<file path="config.mk">
export PLATFORM = sky130hd
export DESIGN_NAME = pipe_hold_ctrl
export DESIGN_NICKNAME = d
export VERILOG_FILES = /design/src/rtl/pipe_hold_ctrl.sv
export SDC_FILE = /design/constraint.sdc
export NUM_CORES = 1
export LEC_CHECK = 0
export BUFFER_PORTS_ARGS = -buffer_cell sky130_fd_sc_hd__buf_4
export CAP_MARGIN = 20
export CORE_AREA = 3 3 134 84
export CTS_CLUSTER_SIZE = 24
export DETAILED_ROUTE_END_ITERATION = 6
export DIE_AREA = 0 0 137 87
export HOLD_SLACK_MARGIN = 0.03
export MAX_ROUTING_LAYER = met4
export PLACE_DENSITY = 0.75
export SETUP_SLACK_MARGIN = 0.2
export SLEW_MARGIN = 15
export SYNTH_ARGS = -nofsm -noshare
export SYNTH_HDL_FRONTEND = slang
export SYNTH_SLANG_ARGS = --single-unit
</file>
<file path="constraint.sdc">
create_clock -name clk_i -period 2.9 [get_ports clk_i]
set_input_delay 0.29 -clock clk_i [delete_from_list [all_inputs] [get_ports clk_i]]
set_output_delay 0.29 -clock clk_i [all_outputs]
set_load 0.02 [all_outputs]
</file>
<file path="src/rtl/pipe_hold_ctrl.sv">
// Pipeline hold / redirect controller.
// Arbitrates interrupt, jump, divider, bus and load-use requests.
module pipe_hold_ctrl #(
    parameter int FLUSH_CYCLES = 1,
    parameter int ADDR_W       = 32,
    parameter int CNT_W        = 32
) (
    input  logic              clk_i,
    input  logic              rst_n_i,
    input  logic              int_assert_i,
    input  logic [ADDR_W-1:0] int_addr_i,
    input  logic              jump_req_i,
    input  logic [ADDR_W-1:0] jump_addr_i,
    input  logic              ex_hold_req_i,
    input  logic              bus_hold_req_i,
    input  logic              load_use_i,
    output logic [2:0]        hold_flag_o,
    output logic              jump_flag_o,
    output logic [ADDR_W-1:0] jump_addr_o,
    output logic [CNT_W-1:0]  stall_cnt_o
);

    typedef enum logic [1:0] {
        S_RUN,
        S_FLUSH,
        S_DIV_WAIT,
        S_BUS_WAIT
    } state_t;

    localparam logic [2:0] HOLD_NONE  = 3'd0;
    localparam logic [2:0] HOLD_PC    = 3'd1;
    localparam logic [2:0] HOLD_ID_EX = 3'd3;

    localparam logic [2:0] FC_LAST =
        (FLUSH_CYCLES > 0) ? 3'(FLUSH_CYCLES - 1) : 3'd0;
    localparam state_t AFTER_JUMP =
        (FLUSH_CYCLES > 0) ? S_FLUSH : S_RUN;

    state_t            state_q, state_d;
    logic [2:0]        fcnt_q, fcnt_d;
    logic              pend_q, pend_d;
    logic [ADDR_W-1:0] pend_addr_q, pend_addr_d;
    logic [CNT_W-1:0]  stall_q;

    logic [2:0]        hold;
    logic              jf;
    logic [ADDR_W-1:0] ja;
    logic              run_eval;

    // Next-state and output decode; run_eval reuses the RUN arbitration
    always_comb begin
        hold        = HOLD_NONE;
        jf          = 1'b0;
        ja          = '0;
        state_d     = state_q;
        fcnt_d      = fcnt_q;
        pend_d      = pend_q;
        pend_addr_d = pend_addr_q;
        run_eval    = 1'b0;

        case (state_q)
            S_RUN: run_eval = 1'b1;
            S_FLUSH: begin
                hold = HOLD_ID_EX;
                if (int_assert_i) begin
                    jf     = 1'b1;
                    ja     = int_addr_i;
                    fcnt_d = 3'd0;
                end else if (fcnt_q == FC_LAST) begin
                    state_d = S_RUN;
                    fcnt_d  = 3'd0;
                end else begin
                    fcnt_d = fcnt_q + 3'd1;
                end
            end
            S_DIV_WAIT: begin
                if (ex_hold_req_i) hold = HOLD_ID_EX;
                else               run_eval = 1'b1;
            end
            S_BUS_WAIT: begin
                if (bus_hold_req_i) begin
                    hold = (pend_q || ex_hold_req_i) ? HOLD_ID_EX : HOLD_PC;
                    if (!pend_q && jump_req_i) begin
                        pend_d      = 1'b1;
                        pend_addr_d = jump_addr_i;
                        hold        = HOLD_ID_EX;
                    end
                end else if (int_assert_i) begin
                    hold    = HOLD_ID_EX;
                    jf      = 1'b1;
                    ja      = int_addr_i;
                    pend_d  = 1'b0;
                    state_d = AFTER_JUMP;
                    fcnt_d  = 3'd0;
                end else if (pend_q) begin
                    hold    = HOLD_ID_EX;
                    jf      = 1'b1;
                    ja      = pend_addr_q;
                    pend_d  = 1'b0;
                    state_d = AFTER_JUMP;
                    fcnt_d  = 3'd0;
                end else begin
                    run_eval = 1'b1;
                end
            end
            default: state_d = S_RUN;
        endcase

        if (run_eval) begin
            state_d = S_RUN;
            fcnt_d  = 3'd0;
            if (int_assert_i) begin
                hold    = HOLD_ID_EX;
                jf      = 1'b1;
                ja      = int_addr_i;
                state_d = AFTER_JUMP;
            end else if (jump_req_i && bus_hold_req_i) begin
                hold        = HOLD_ID_EX;
                pend_d      = 1'b1;
                pend_addr_d = jump_addr_i;
                state_d     = S_BUS_WAIT;
            end else if (jump_req_i) begin
                hold    = HOLD_ID_EX;
                jf      = 1'b1;
                ja      = jump_addr_i;
                state_d = AFTER_JUMP;
            end else if (ex_hold_req_i) begin
                hold    = HOLD_ID_EX;
                state_d = S_DIV_WAIT;
            end else if (bus_hold_req_i) begin
                hold    = HOLD_PC;
                state_d = S_BUS_WAIT;
            end else if (load_use_i) begin
                hold = HOLD_ID_EX;
            end
        end
    end

    // Controller state and pending redirect registers
    always_ff @(posedge clk_i or negedge rst_n_i) begin
        if (!rst_n_i) begin
            state_q     <= S_RUN;
            fcnt_q      <= 3'd0;
            pend_q      <= 1'b0;
            pend_addr_q <= '0;
        end else begin
            state_q     <= state_d;
            fcnt_q      <= fcnt_d;
            pend_q      <= pend_d;
            pend_addr_q <= pend_addr_d;
        end
    end

    // Saturating count of held cycles
    always_ff @(posedge clk_i or negedge rst_n_i) begin
        if (!rst_n_i) begin
            stall_q <= '0;
        end else if (hold != HOLD_NONE && stall_q != '1) begin
            stall_q <= stall_q + 1'b1;
        end
    end

    // Outputs forced quiet while reset is asserted
    assign hold_flag_o = rst_n_i ? hold : HOLD_NONE;
    assign jump_flag_o = rst_n_i & jf;
    assign jump_addr_o = rst_n_i ? ja : '0;
    assign stall_cnt_o = stall_q;

endmodule

</file>
After elaboration in Yosys (flattened, before gate mapping). Cells that the tools add are included.

Add/subtract/negate cells: 2. Bitwise gates (word level): 1. Equality and inequality tests: 8. Reductions and logical operators: 11. Mux-type cells: 70.

Operators with widths (number): $mux W32 (15); $pmux W32 S2 (1); $mux W3 (15); $add A32 B1 Y32 const B (1); $mux W2 (16); $ne A32 B32 Y1 const B (1); $mux W1 (18); $ne A3 B3 Y1 const B (3); $pmux W3 S3 (1); $pmux W3 S2 (1); $reduce_bool A3 Y1 (2); $reduce_and A5 Y1 (1); $eq A2 B2 Y1 const B (2); $ne A4 B4 Y1 const B (1); $pmux W2 S2 (1); $add A3 B1 Y3 const B (1); $logic_and A1 B1 Y1 (3); $logic_not A3 Y1 (1); $pmux W1 S3 (1); $reduce_and A3 Y1 (1); $eq A2 B1 Y1 const B (1); $logic_not A2 Y1 (1); $pmux W1 S2 (1); $and A1 B1 Y1 (1); other kinds (2) (2).

Flip-flop bits (word level): 70. Output and inout bits: 68. Bits of input ports: 71.

Longest topological paths before layout. Gate-level depths: netlist of run 1.

Depth after elaboration: 14. Gate-level depth with buffers: 8.

Worst setup path before layout of run 1. Ideal clock, no wire load.

Path type: register -> output. Start: register pend_q. End: output port jump_addr_o[22]. Required time: 2610 ps. Stages on the path, launching flop included: 7. Setup slack: 633 ps. Arrival time: 1977 ps. Cell sequence: dfrtp_1 nand2b_2 o41ai_4 o21ai_1 a21boi_2 buf_2 nor3b_1.

Word-level cells in the longest chain between the ends: 9.

RTL lines: from (decl) (RTL line 41) `logic pend_q, pend_d;`; from (signal assigned) (RTL line 149) `pend_q <= pend_d;`; $mux W32 (RTL line 95) `end else if (pend_q) begin`; $mux W32 (RTL line 88) `end else if (int_assert_i) begin`; $mux W32 (RTL line 81) `if (bus_hold_req_i) begin`; $pmux W32 S2 (RTL line 61) `case (state_q)`; $mux W32 (RTL line 122) `end else if (jump_req_i) begin`; $mux W32 (RTL line 117) `end else if (jump_req_i && bus_hold_req_i) begin`; $mux W32 (RTL line 112) `if (int_assert_i) begin`; $mux W32 (*) (RTL line 109) `if (run_eval) begin`; $mux W32 (*) (RTL line 166) `assign jump_addr_o = rst_n_i ? ja : '0;`; to (decl) (RTL line 19) `output logic [ADDR_W-1:0] jump_addr_o,`.

Every way passes the cells marked *; elsewhere a longest branch is shown, timed or not.

Worst setup path after layout of run 1.
Start: register state_q[0]. End: output port jump_addr_o[18].

Word-level cells in the longest chain between the ends: 7.

RTL lines: from (decl) (RTL line 39) `state_t state_q, state_d;`; from (signal assigned) (RTL line 147) `state_q <= state_d;`; $eq A2 B2 Y1 / $eq A2 B1 Y1 (equally long branches) (RTL line 61); $pmux W32 S2 (RTL line 61); $mux W32 (RTL line 122); $mux W32 (RTL line 117); $mux W32 (RTL line 112); $mux W32 (*) (RTL line 109); $mux W32 (*) (RTL line 166).

Marks and branches as above.

==> out/metrics.cfg, run 1 <==
[clock_tree]
clk_pin_slew_ns=0.06
clk_latency_ns=0.33
cts_tree=yes
cts_buffers=9
clockBufferDepth=2
cts_root_buffer=clkbuf_16
clock_sinks=70
cts.htree.levels=3

[power]
p_seq_frac=0.360
p_clk_frac=0.302
p_leak_nw=2.530
switching_share=0.3160
ir_drop_uv=367.8
power.internal_w=0.002886
p_switching_w=0.001334
powerDensity_nw_per_um2=744.9
power_frac_comb=0.338

[worst_setup_path]
cp_max_fo=32
r2r_cells=5
reg2reg_to=stall_cnt_o[25]
r2r_slack_ns=0.66
cp-end-kind=output pin
crit_arrival_ns=2.29
start_kind=flop
startpoint=state_q[0]
path_class=flop to output pin
worstPathRequired_ns=2.61
reg2reg_from=stall_cnt_o[26]

[grt]
top_usage_layer=met2
grt_pass1_vias=3648
grt_use_met2=0.3090
antenna_found_initial=0
met3_usage=0.05716
track_usage=0.1973
grt_max_degree=34
grt_pass1_wl_um=18060
overflow=0
globalRouteMet1Util=0.2536

[timing]
final.setup.tns_ns=0
rsz0062_at_grt=false
fin_crit_ns=2.575
setup_violations=0
slew_violations=0
fmax_mhz=388.3
fin_crit_sh=0.8880
maxSlewHeadroom=0.4818
timing.final.hold_violations=0
tightest_slew_ns=0.7773
fin_skew_ns=0.006741

[finish]
drive_gt1_frac=0.4164
nFillCells=905
diodes=0
fin_area_um2=5664
multi_input_area_um2=2203
seqCellArea_um2=1754
final_common_cell=buf_4
layout.nets=607
final_cell_mix=144 x buf_4, 68 x dfrtp_1, 33 x o22ai_1, 33 x nor2b_1, 31 x mux2_2
syn_to_final_growth_pct=40.02

[synthesis]
synth.largest_area_cell=dfrtp_1
synth-seq-cells=70
syn_nets=470
ys.flop_type=dfrtp_1
ys_types=57
syn_area_um2=4045
syn_inst=396
yosysTopAreaCellShare=0.4330
synth_edf_count=0
syn_avg_cell_area_um2=10.21
ys_seq_area_frac=0.4330
yosysWarnings=0
synth_area_leaders=dfrtp_1 43%, mux2_2 8.6%, nor3b_1 5.8%
async_flop_share=1.000

[placement]
io_buffer_count=137
globalplace.congestion=0.9112
placed_area_um2=5182
hpwl_um=8093

[min_path]
holdCritStartpoint=jump_addr_i[1]
min_to=pend_addr_q[1]
hold_class=input pin to flop
hold_depth=2

[route]
wl_um=11000
vias=3566
drt_iter0_drc=185
wl_per_cell_um=16.34
ant_nets=0
drc=0
drtPass1Iterations=6
vias_per_cell=5.299

[floorplanning]
rows=28
core_area_um2=9950
die-area_um2=11920
dieWidth_um=137
initial_core_util=0.4066
ios=139
dieHeight_um=87

[job]
maxCapViolations=0

[outcome]
status=finished clean

==> power by group through the flow <==
stage | registers, W | logic [W] | clock network, W
4_1_cts | 0.00151 | 0.00138 | 0.00130
3_3_place_gp | 0.00150 | 0.00133 | 0
6_report | 0.00152 | 0.00143 | 0.00128
2_1_floorplan | 0.00151 | 0.000886 | 0
3_5_place_dp | 0.00152 | 0.00137 | 0
5_1_grt | 0.00156 | 0.00154 | 0.00135
==> stage by stage <==
step | cells | total power, W | utilization | hold slack [ns] | setup slack, ns
3_3_place_gp | 653 | 0.002825 | 0.5209 | 0.1872 | 0.4932
6_report | 673 | 0.004219 | 0.5693 | 0.1872 | 0.3248
2_1_floorplan | 396 | 0.002393 | - | -0.005591 | 0.6332
5_1_grt | 673 | 0.004460 | 0.5693 | 0.1789 | 0.1808
3_5_place_dp | 653 | 0.002885 | 0.5209 | 0.1963 | 0.3923
4_1_cts | 670 | 0.004193 | 0.5582 | 0.1773 | 0.2387
==> Yosys cell counts (7+ instances only) <==
cell / count
xnor2_1: 24
nor2_1: 15
nand2_1: 22
inv_1: 8
a21oi_1: 7
nand3_1: 15
clkbuf_1: 9
nor2b_1: 33
dfrtp_1: 70
o22ai_1: 33
nand4_1: 11
buf_2: 7
nor3b_1: 31
o21ai_0: 7
mux2_2: 31
==> critical path: stages (launching register included) <==
cell and delay [ns]:
dfrtp_2 0.47, inv_2 0.11, o41ai_4 0.42, o21ai_1 0.15, a21boi_2 0.21, buf_12 0.19, nor3b_1 0.23, buf_4 0.18
==> what timing repair did <==
item,4_1_cts,5_1_grt
hold buffers,1,0
cloned,0,0
pin swaps,0,1
buffers inserted,0,3
endpoints found under the setup margin,32,31
hold endpoints to repair,17,0
gates resized for setup,4,16
==> metal layers <==
metal,vias to the layer above,share of wire
met5,-,0
met4,0,0.010
met3,12,0.065
met2,125,0.47
met1,1718,0.45
li1,1711,-
==> cell type report <==
class                           count  share of cell area
Multi-Input combinational cell    294              0.3890
Sequential cell                    70              0.3097
Timing Repair Buffer              148              0.2032
Clock buffer                       11             0.04285
Tap cell                          135             0.02982
Clock inverter                      5             0.01878
Inverter                           10            0.006627
==> worst max-delay path by stage <==
stage                                  to  slack, ns  cells after the start
after global placement     jump_addr_o[4]       0.49                      7
after floorplan           jump_addr_o[22]       0.63                      6
final                     jump_addr_o[18]       0.32                      7
after detailed placement  jump_addr_o[23]       0.39                      7
after global routing       jump_addr_o[3]       0.18                      7
after CTS                  jump_addr_o[4]       0.24                      7
==> kinds of logic after synthesis <==
family / count (synthesis) / synth area share
other: 1 / 0.0009270
DFF: 70 / 0.4330
muxes: 36 / 0.1008
buffers and inverters: 32 / 0.04113
AOI/OAI and AO/OA: 63 / 0.1107
adders and majority gates: 3 / 0.009280
xor gates and xnor gates: 30 / 0.06495
and+or+nand+nor: 161 / 0.2391
==> state kept, by name (all words and copies together) (netlist names) <==
name / count
fcnt_q: 3
stall_cnt_o: 32
pend_q: 1
state_q: 2
pend_addr_q: 32
Note: power is estimated with default switching activity, not from simulation.
==> run 2, diff against run 1 <==
--- a/config.mk
+++ b/config.mk
@@ -14,6 +14,7 @@
 export HOLD_SLACK_MARGIN = 0.03
 export MAX_ROUTING_LAYER = met4
 export PLACE_DENSITY = 0.75
+export REMOVE_ABC_BUFFERS = 1
 export SETUP_SLACK_MARGIN = 0.2
 export SLEW_MARGIN = 15
 export SYNTH_ARGS = -nofsm -noshare
==> out/metrics.cfg, run 2 (synthesis results as in run 1) <==
[timing]
slew_violations=0  ; unchanged
timing.final.hold_violations=0  ; unchanged
tightest_slew_ns=0.8399  ; +0.06265 ns
fmax_mhz=384.6  ; -0.97%
fin_skew_ns=0.006181  ; -0.0005600 ns
fin_hold_ws_ns=0.1934  ; +0.006104 ns
final.setup.tns_ns=0  ; unchanged
maxSlewHeadroom=0.4401  ; -0.04177
fin_crit_ns=2.600  ; +0.02511 ns
rsz0062_at_grt=false
fin_crit_sh=0.8967  ; +0.008659
setup_violations=0  ; unchanged

[finish]
drive_gt1_frac=0.4011  ; -0.01524
final_common_cell=buf_4
final_cell_mix=143 x buf_4, 68 x dfrtp_1, 33 x o22ai_1, 33 x nor2b_1, 31 x mux2_2
diodes=0  ; unchanged
layout.nets=605  ; -0.33%
syn_to_final_growth_pct=36.41

[power]
powerDensity_nw_per_um2=709.1  ; -4.8%
ir_drop_uv=316.4  ; -14%
p_leak_nw=2.459  ; -2.8%

[grt]
grt_max_degree=56  ; +65%
track_usage=0.1908  ; -0.006456
grt_pass1_wl_um=17660  ; -2.2%
overflow=0  ; unchanged
grt_pass1_vias=3556  ; -2.5%
top_usage_layer=met2
met3_usage=0.03926  ; -0.01790
globalRouteMet1Util=0.2703  ; +0.01672
antenna_found_initial=0  ; unchanged
grt_use_met2=0.2712  ; -0.03779

[route]
drtPass1Iterations=4  ; -2
wl_per_cell_um=16.23  ; -0.70%
vias_per_cell=5.280  ; -0.35%
drc=0  ; unchanged
drt_iter0_drc=330  ; +78%
wl_um=10890  ; -0.99%
ant_nets=0  ; unchanged
vias=3543  ; -0.64%

[min_path]
hold_class=input pin to flop

[clock_tree]
cts_root_buffer=clkbuf_16
cts_buffers=9  ; unchanged
clockBufferDepth=2  ; unchanged
cts.htree.levels=3  ; unchanged
clk_latency_ns=0.33  ; about the same
clock_sinks=70  ; unchanged
clk_pin_slew_ns=0.05  ; about the same
cts_tree=yes

[floorplanning]
die-area_um2=11920  ; unchanged
dieHeight_um=87  ; unchanged
rows=28  ; unchanged
ios=139  ; unchanged
core_area_um2=9950  ; unchanged
dieWidth_um=137  ; unchanged
initial_core_util=0.4066  ; unchanged

[worst_setup_path]
path_class=flop to output pin
worstPathRequired_ns=2.61  ; about the same
crit_arrival_ns=2.31  ; +0.02 ns
start_kind=flop
cp-end-kind=output pin
cp_max_fo=32  ; unchanged

[placement]
globalplace.congestion=0.9048  ; -0.70%
hpwl_um=8019  ; -0.92%
io_buffer_count=137  ; unchanged

[job]
maxCapViolations=0  ; unchanged

[outcome]
status=finished clean

==> run 2: cell types whose count changed in the layout (fill, tap and decap cells not counted), sizes merged <==
cell	before	now
buf	147	145
bufinv	3	0
clkbuf	11	9
clkinv	2	6
clkinvlp	1	2
==> run 2: worst paths after layout <==
path | slack (ns) | startpoint | cells after the start | end
min | 0.19 | jump_addr_i[1] | 2 | pend_addr_q[1]
max in group asynchronous | 1.53 | rst_n_i | 3 | fcnt_q[2]
max | 0.30 | state_q[0] | 7 | jump_addr_o[14]
min in group asynchronous | 0.42 | rst_n_i | 2 | stall_cnt_o[4]
max reg2reg | 0.63 | stall_cnt_o[0] | 6 | stall_cnt_o[25]
min reg2reg | 0.50 | pend_addr_q[1] | 1 | pend_addr_q[1]
==> run 2: area by class of cell <==
type / instances / area, um2
Inverter: 10 / 37.54
Fill cell: 932 / 4432
Sequential cell: 70 / 1754
Clock buffer: 9 / 225.2
Timing Repair Buffer: 146 / 1115
Multi-Input combinational cell: 294 / 2166
Clock inverter: 7 / 51.30
Tap cell: 135 / 168.9
==> run 2: timing repair <==
item                                   4_1_cts  5_1_grt
setup buffers                                0        2
hold buffers                                 1        0
setup endpoints to repair                   26       31
gates resized for setup                      2       11
endpoints found under the hold margin       15        0
==> run 2: worst max-delay path: stages, from the launching register on <==
cell,delay (ns)
dfrtp_2,0.46
inv_2,0.10
o41ai_4,0.42
o21ai_1,0.14
a21boi_2,0.21
buf_12,0.18
nor3b_1,0.26
buf_4,0.19
==> run 2: layer usage <==
metal  share of wire  up-vias  wire length [um]
met4           0.013        0               141
li1                -     1703                 -
met1            0.48     1709              5263
met5               0        -                 0
met3           0.068       15               742
met2            0.44      116              4740
==> run 2: metrics by stage <==
stage,utilization,power [W],area [um2],worst slack (ns),instances
final,0.5546,0.003913,5518,0.2997,671
after global routing,0.5546,0.004168,5518,0.1266,671
after CTS,0.5479,0.003905,5451,0.2472,669
after detailed placement,0.5189,0.002871,5162,0.5491,652
after global placement,0.5189,0.002827,5162,0.6157,652
after floorplan,-,0.002340,3916,0.1955,374
==> run 2: report_power, final <==
part | switching (W) | internal, W | total, W
clock | 0.000426 | 0.000579 | 0.00100
sequential | 0.000239 | 0.00128 | 0.00152
combinational | 0.000659 | 0.000733 | 0.00139
total | 0.00132 | 0.00259 | 0.00391
